===== src/rtl/c3lib_and_filt_pkg.sv =====
// -----------------------------------------------------------------------------
// c3lib_and_filt_pkg
// Shared types and parameter limits for the filtered AND-reduce block.
//   and_filt_st_e : qualification FSM states (IDLE / QUAL / ON)
//   *_MIN / *_MAX : legal ranges checked at elaboration by the top level
// -----------------------------------------------------------------------------
package c3lib_and_filt_pkg;

  typedef enum logic [1:0] {
    IDLE = 2'd0,
    QUAL = 2'd1,
    ON   = 2'd2
  } and_filt_st_e;

  localparam int WIDTH_MIN       = 1;
  localparam int WIDTH_MAX       = 32;
  localparam int SYNC_STAGES_MIN = 2;
  localparam int SYNC_STAGES_MAX = 4;
  localparam int FILT_CYCLES_MIN = 1;
  localparam int FILT_CYCLES_MAX = 65535;

endpackage


===== src/rtl/c3lib_sync_nstg.sv =====
// -----------------------------------------------------------------------------
// c3lib_sync_nstg
// Single-bit N-stage synchroniser, all stages reset to 0.
//   clk   in  : destination clock
//   rst_n in  : asynchronous active-low reset
//   d     in  : asynchronous data bit
//   q     out : synchronised data (last stage)
// -----------------------------------------------------------------------------
module c3lib_sync_nstg #(
  parameter int STAGES = 2
) (
  input  logic clk,
  input  logic rst_n,
  input  logic d,
  output logic q
);

  logic [STAGES-1:0] stg_r;

  // Shift chain: stage 0 captures the asynchronous input.
  always_ff @(posedge clk or negedge rst_n) begin
    if (!rst_n) begin
      stg_r <= '0;
    end else begin
      stg_r <= {stg_r[STAGES-2:0], d};
    end
  end

  assign q = stg_r[STAGES-1];

endmodule


===== src/rtl/c3lib_and_reduce_filt.sv =====
// -----------------------------------------------------------------------------
// c3lib_and_reduce_filt
// N-input AND of asynchronous status bits with per-input synchroniser, mask and
// a debounce filter: deasserts one cycle after the condition is lost, asserts
// only after FILT_CYCLES consecutive true samples.
//   clk        in  : clock, rising edge
//   rst_n      in  : asynchronous active-low reset
//   en         in  : block enable; low forces the filter idle
//   in_async   in  : WIDTH asynchronous status inputs
//   in_mask    in  : WIDTH mask bits, 1 = input ignored (treated as true)
//   in_sync    out : synchronised copy of in_async
//   out        out : filtered AND result (registered)
//   fall_pulse out : one-cycle pulse when out drops because the condition was lost
// -----------------------------------------------------------------------------
module c3lib_and_reduce_filt
  import c3lib_and_filt_pkg::*;
#(
  parameter int WIDTH       = 4,
  parameter int SYNC_STAGES = 2,
  parameter int FILT_CYCLES = 8
) (
  input  logic             clk,
  input  logic             rst_n,
  input  logic             en,
  input  logic [WIDTH-1:0] in_async,
  input  logic [WIDTH-1:0] in_mask,
  output logic [WIDTH-1:0] in_sync,
  output logic             out,
  output logic             fall_pulse
);

  localparam int CW = $clog2(FILT_CYCLES + 1);
  localparam logic [CW-1:0] FILT_LAST = CW'(FILT_CYCLES);

  if (WIDTH < WIDTH_MIN || WIDTH > WIDTH_MAX) begin : g_bad_width
    $error("c3lib_and_reduce_filt: WIDTH %0d out of range", WIDTH);
  end
  if (SYNC_STAGES < SYNC_STAGES_MIN || SYNC_STAGES > SYNC_STAGES_MAX) begin : g_bad_sync
    $error("c3lib_and_reduce_filt: SYNC_STAGES %0d out of range", SYNC_STAGES);
  end
  if (FILT_CYCLES < FILT_CYCLES_MIN || FILT_CYCLES > FILT_CYCLES_MAX) begin : g_bad_filt
    $error("c3lib_and_reduce_filt: FILT_CYCLES %0d out of range", FILT_CYCLES);
  end

  and_filt_st_e  state_r;
  logic [CW-1:0] cnt_r;
  logic          out_r;
  logic          fall_r;
  logic          and_s;

  for (genvar i = 0; i < WIDTH; i++) begin : g_sync
    c3lib_sync_nstg #(
      .STAGES(SYNC_STAGES)
    ) u_sync (
      .clk  (clk),
      .rst_n(rst_n),
      .d    (in_async[i]),
      .q    (in_sync[i])
    );
  end

  // Masked AND; a fully masked vector means nothing is being monitored, so the
  // result is forced false rather than vacuously true.
  always_comb begin
    and_s = 1'b0;
    if (&in_mask) begin
      and_s = 1'b0;
    end else begin
      and_s = &(in_sync | in_mask);
    end
  end

  // Qualification FSM with saturating counter and registered outputs.
  always_ff @(posedge clk or negedge rst_n) begin
    if (!rst_n) begin
      state_r <= IDLE;
      cnt_r   <= '0;
      out_r   <= 1'b0;
      fall_r  <= 1'b0;
    end else begin
      fall_r <= 1'b0;
      case (state_r)
        IDLE: begin
          out_r <= 1'b0;
          if (en && and_s) begin
            cnt_r <= CW'(1);
            if (FILT_CYCLES == 1) begin
              state_r <= ON;
              out_r   <= 1'b1;
            end else begin
              state_r <= QUAL;
            end
          end else begin
            cnt_r <= '0;
          end
        end
        QUAL: begin
          if (en && and_s) begin
            if (cnt_r != FILT_LAST) begin
              cnt_r <= cnt_r + CW'(1);
            end
            if (cnt_r + CW'(1) == FILT_LAST) begin
              state_r <= ON;
              out_r   <= 1'b1;
            end
          end else begin
            // Any false sample discards all accumulated credit.
            state_r <= IDLE;
            cnt_r   <= '0;
            out_r   <= 1'b0;
          end
        end
        ON: begin
          if (!en) begin
            // Disable is not a loss of condition: no fall pulse.
            state_r <= IDLE;
            cnt_r   <= '0;
            out_r   <= 1'b0;
          end else if (!and_s) begin
            state_r <= IDLE;
            cnt_r   <= '0;
            out_r   <= 1'b0;
            fall_r  <= 1'b1;
          end else begin
            out_r <= 1'b1;
          end
        end
        default: begin
          state_r <= IDLE;
          cnt_r   <= '0;
          out_r   <= 1'b0;
        end
      endcase
    end
  end

  assign out        = out_r;
  assign fall_pulse = fall_r;

endmodule


===== config.mk =====
export PLATFORM = sky130hd
export DESIGN_NAME = c3lib_and_reduce_filt
export DESIGN_NICKNAME = d
export VERILOG_FILES = /design/src/rtl/c3lib_and_filt_pkg.sv /design/src/rtl/c3lib_sync_nstg.sv /design/src/rtl/c3lib_and_reduce_filt.sv
export SDC_FILE = /design/constraint.sdc
export NUM_CORES = 1
export LEC_CHECK = 0
export BUFFER_PORTS_ARGS = -buffer_cell sky130_fd_sc_hd__clkbuf_2
export CAP_MARGIN = 30
export CORE_MARGIN = 2
export CORE_UTILIZATION = 50
export CTS_BUF_LIST = sky130_fd_sc_hd__clkbuf_8
export CTS_CLUSTER_DIAMETER = 30
export DETAILED_ROUTE_END_ITERATION = 8
export PLACE_DENSITY = 0.77
export SLEW_MARGIN = 30
export SYNTH_ARGS = -nofsm -noshare
export SYNTH_HDL_FRONTEND = slang
export SYNTH_SLANG_ARGS = --single-unit

===== constraint.sdc =====
create_clock -name clk -period 1.28 [get_ports clk]
set_input_delay 0.256 -clock clk [delete_from_list [all_inputs] [get_ports clk]]
set_output_delay 0.256 -clock clk [all_outputs]
set_load 0.02 [all_outputs]

==> results.md <==
- Top cell type's share of synthesized area: 0.473
- Mapped Cells: 80
- Global routing's busiest layer: met2
- Failing checks: setup timing
- VDD IR max: ~1300 uV
- Endpoints failing hold: 0
- Buffers on Ports: 16
- GR met2 Demand/Resource: 0.466
- R2R Path End: state_r[0]
- R2r setup slk: -0.28 ns
- Status: finished with violations
- Hold_sp: in_async[3]
- Rel. slew slack: 0.719
- FF-to-FF Start: state_r[1]
- TritonCTS clock tree: done
- Worst Setup SP: state_r[1]
- Crit path time final: roughly 1.6 ns
- Drt drc: 0
- Die Ht: between 40 and 50 um
- Hold WS: roughly 0.1 ns
- Hold WC Path Type: in2reg
- Core ar.: 0.00154 mm^2
- CP endpoint kind: flip-flop
- Clk sinks: 16
- Filler Cell Count: 103
- Setup WS post-layout: -0.280 ns
- Sequential area share after synthesis: 0.473
- Worst-path cell chain: inv_2, ha_4, nand2_4, a22o_1, o211ai_1, o221ai_2
- Final wirelength: 2460 um
- Vias in the first global route: 787
- Top Ports: 17
- Width of the die: approximately 45 um
- P_leak: 0.000567 uW
- Area growth from synthesis to layout: 47.9%
- Initial Utilization: 0.549
- Clock Skew: 0.00167 ns
- Layout cell share with drive strength beyond 1: 0.586
- RSZ-0062 raised after global routing: true
- Max Buffers Root-to-Sink: 2
- Initial antenna violation count: 0
- GR Util met1: 0.312
- GRT met3 Usage: 0.0600
- Final cell count without fillers: about 130
- Yosys reg bits: 16
- Antenna diodes: 0
- CP required: approximately 1.4 ns
- TritonRoute pass-1 iters: 4
- Setup TNS: -1.34 ns
- Critical Path Max Stage Delay: 0.44 ns
- CTS buffer count: 3
- Global-route wire length before repair: between 3000 and 4000 um
- Distinct cells, synth: 28
- Total power: approximately 1800 uW
- Fin nets: 133
- Startpoint Class: flip-flop
- Root Buffer: clkbuf_8
- Top cells by area, synth: dfrtp_1, ha_1, buf_4, nand2_1, nand3b_1
- Routed WL per cell: ~19 um
- Fin crit share: 1.22
- Hold path cells: 1
- Placed insts: roughly 120
- Via count: roughly 770
- Pwr/cell area: approximately 1500 mW/mm^2
- Worst Reg2Reg Path Length in Cells: 6
- RD Place Congestion: around 0.87
- Worst-path fanout max: 4
- Die Area: ~0.0020 mm^2
- Largest net degree at the start of global routing: 17
- Worst-path clk slew: around 0.07 ns
- Final core utilization: 0.812
- First DRT Iteration DRCs: 13
- Skew-Pair Late Insertion Delay: around 0.26 ns
- Slowest cell on crit path: dfrtp_1
- Cell taking the most area after synthesis: dfrtp_1
- H-tree depth: 1
- Synth Cell Area: 846 um^2
- Final setup vio count: 7
- Vias/cell: approximately 5.8
- Mean Syn Cell Area: between 10 and 15 um^2
- Synthesis warning total: 0
- Antenna viol nets, final: 0
- WHS Endpoint: g_sync[3].u_sync.stg_r[0]
- Actual slew at the worst max-slew pin: 0.421 ns
- CP Data Arrival Time: approximately 1.7 ns
- GRT Total Usage: 0.260
- Critical path type: reg2reg
- Row count: 14
- MaxCap Viol Count: 0
- Detailed Place HPWL: approximately 1500 um
- Syn nets: 96
- Fmax: 641 MHz
- Fin. max-slew vios: 0
- Grt ovf: 0
## synth_stat cells
master / instances
ha_1: 5
a311oi_1: 1
a22oi_1: 1
nor3_4: 1
o211ai_1: 2
inv_1: 6
nor2_1: 4
nor2b_1: 3
a21oi_1: 5
a31oi_1: 1
dfrtp_1: 16
a21boi_1: 1
nor3b_1: 1
o21ai_0: 3
nand3b_1: 4
o2bb2ai_1: 1
and4_4: 1
or2_1: 1
a2111oi_4: 1
and3_1: 1
a21bo_2: 1
and3b_1: 1
o22ai_1: 3
nand2_1: 8
o21ai_1: 1
o221ai_1: 1
a22o_1: 1
buf_4: 5
## state kept, by name, indices dropped and copies added (netlist names)
register,count
cnt_r,4
fall_pulse,1
g_sync.u_sync.stg_r,8
out,1
state_r,2
## report_power, final
| part | internal [uW] | total [uW] | switching (uW) | leakage, uW |
|---|---|---|---|---|
| Sequential | 538 | 574 | 35.6 | 0.000203 |
| Combinational | 425 | 789 | 363 | 0.000335 |
| Clock | 274 | 463 | 190 | 0.0000288 |
| Total | 1240 | 1830 | 588 | 0.000567 |
## kinds of logic (layout without fill, tap and decap cells)
family          count (synthesis)  in the layout  synth area share
fa+ha+maj                       5              5            0.0740
flops                          16             16             0.473
simple gates                   25             25             0.178
compound gates                 23             23             0.204
buf+inv                        11             47            0.0710
## metrics by stage
stage,worst slack (ns),area [um^2]
CTS,-0.143,1210
global route,-0.342,1250
finish,-0.280,1250
floorplan,-0.0658,886
global placement,-0.0880,1080
detailed placement,-0.121,1080
## routing by layer
metal  wire [um]  vias to the layer above
li1            -                      355
met1         938                      385
met2        1340                       22
met3         116                        6
met4          62                        0
met5           0                        -
## worst max-delay path: cells and delay by family (launching register included)
family                     cells  cell delay, ns
DFF                            1            0.44
and+or+nand+nor                1            0.06
buffers and inverters          1            0.13
adders and majority gates      1            0.17
AOI/OAI and AO/OA              3            0.62
## worst max-delay path by stage
| stage | endpoint | slack, ns | depth (start not counted) |
|---|---|---|---|
| after floorplan | state_r[0] | -0.07 | 6 |
| after global placement | cnt_r[0] | -0.09 | 6 |
| after detailed placement | state_r[0] | -0.12 | 5 |
| after CTS | state_r[0] | -0.14 | 6 |
| after global routing | state_r[0] | -0.34 | 6 |
| final | state_r[0] | -0.28 | 6 |
## cell usage in the layout, fill, tap and decap left out, types with 2 or more instances in the layout
cell      instances
clkbuf_2         16
nand3b_1          4
clkbuf_8          4
nand2_1           6
buf_6             4
o21ai_2           3
dfrtp_1          16
a21oi_1           2
inv_2             5
o211ai_1          2
o22ai_1           3
nor2b_1           2
a21oi_2           3
buf_4            16
ha_4              4
nor2_1            3
## cell type report
class / count / area [um^2] / area share
clock buffer: 4 / 55.1 / 0.0440
inverter: 6 / 22.5 / 0.0180
multi-input combinational: 53 / 498 / 0.398
sequential: 16 / 400 / 0.320
tap: 16 / 20.0 / 0.0160
timing repair buffer: 37 / 255 / 0.204
## repair_timing
item                       in CTS  in global routing
setup endpoints to repair       7                  7
pin swaps                      10                  8
hold buffers                    1                  0
hold endpoints to repair       16                  0
buffers inserted                1                  2
gates resized for setup        21                  6
Note: power is estimated with default switching activity, not from simulation.
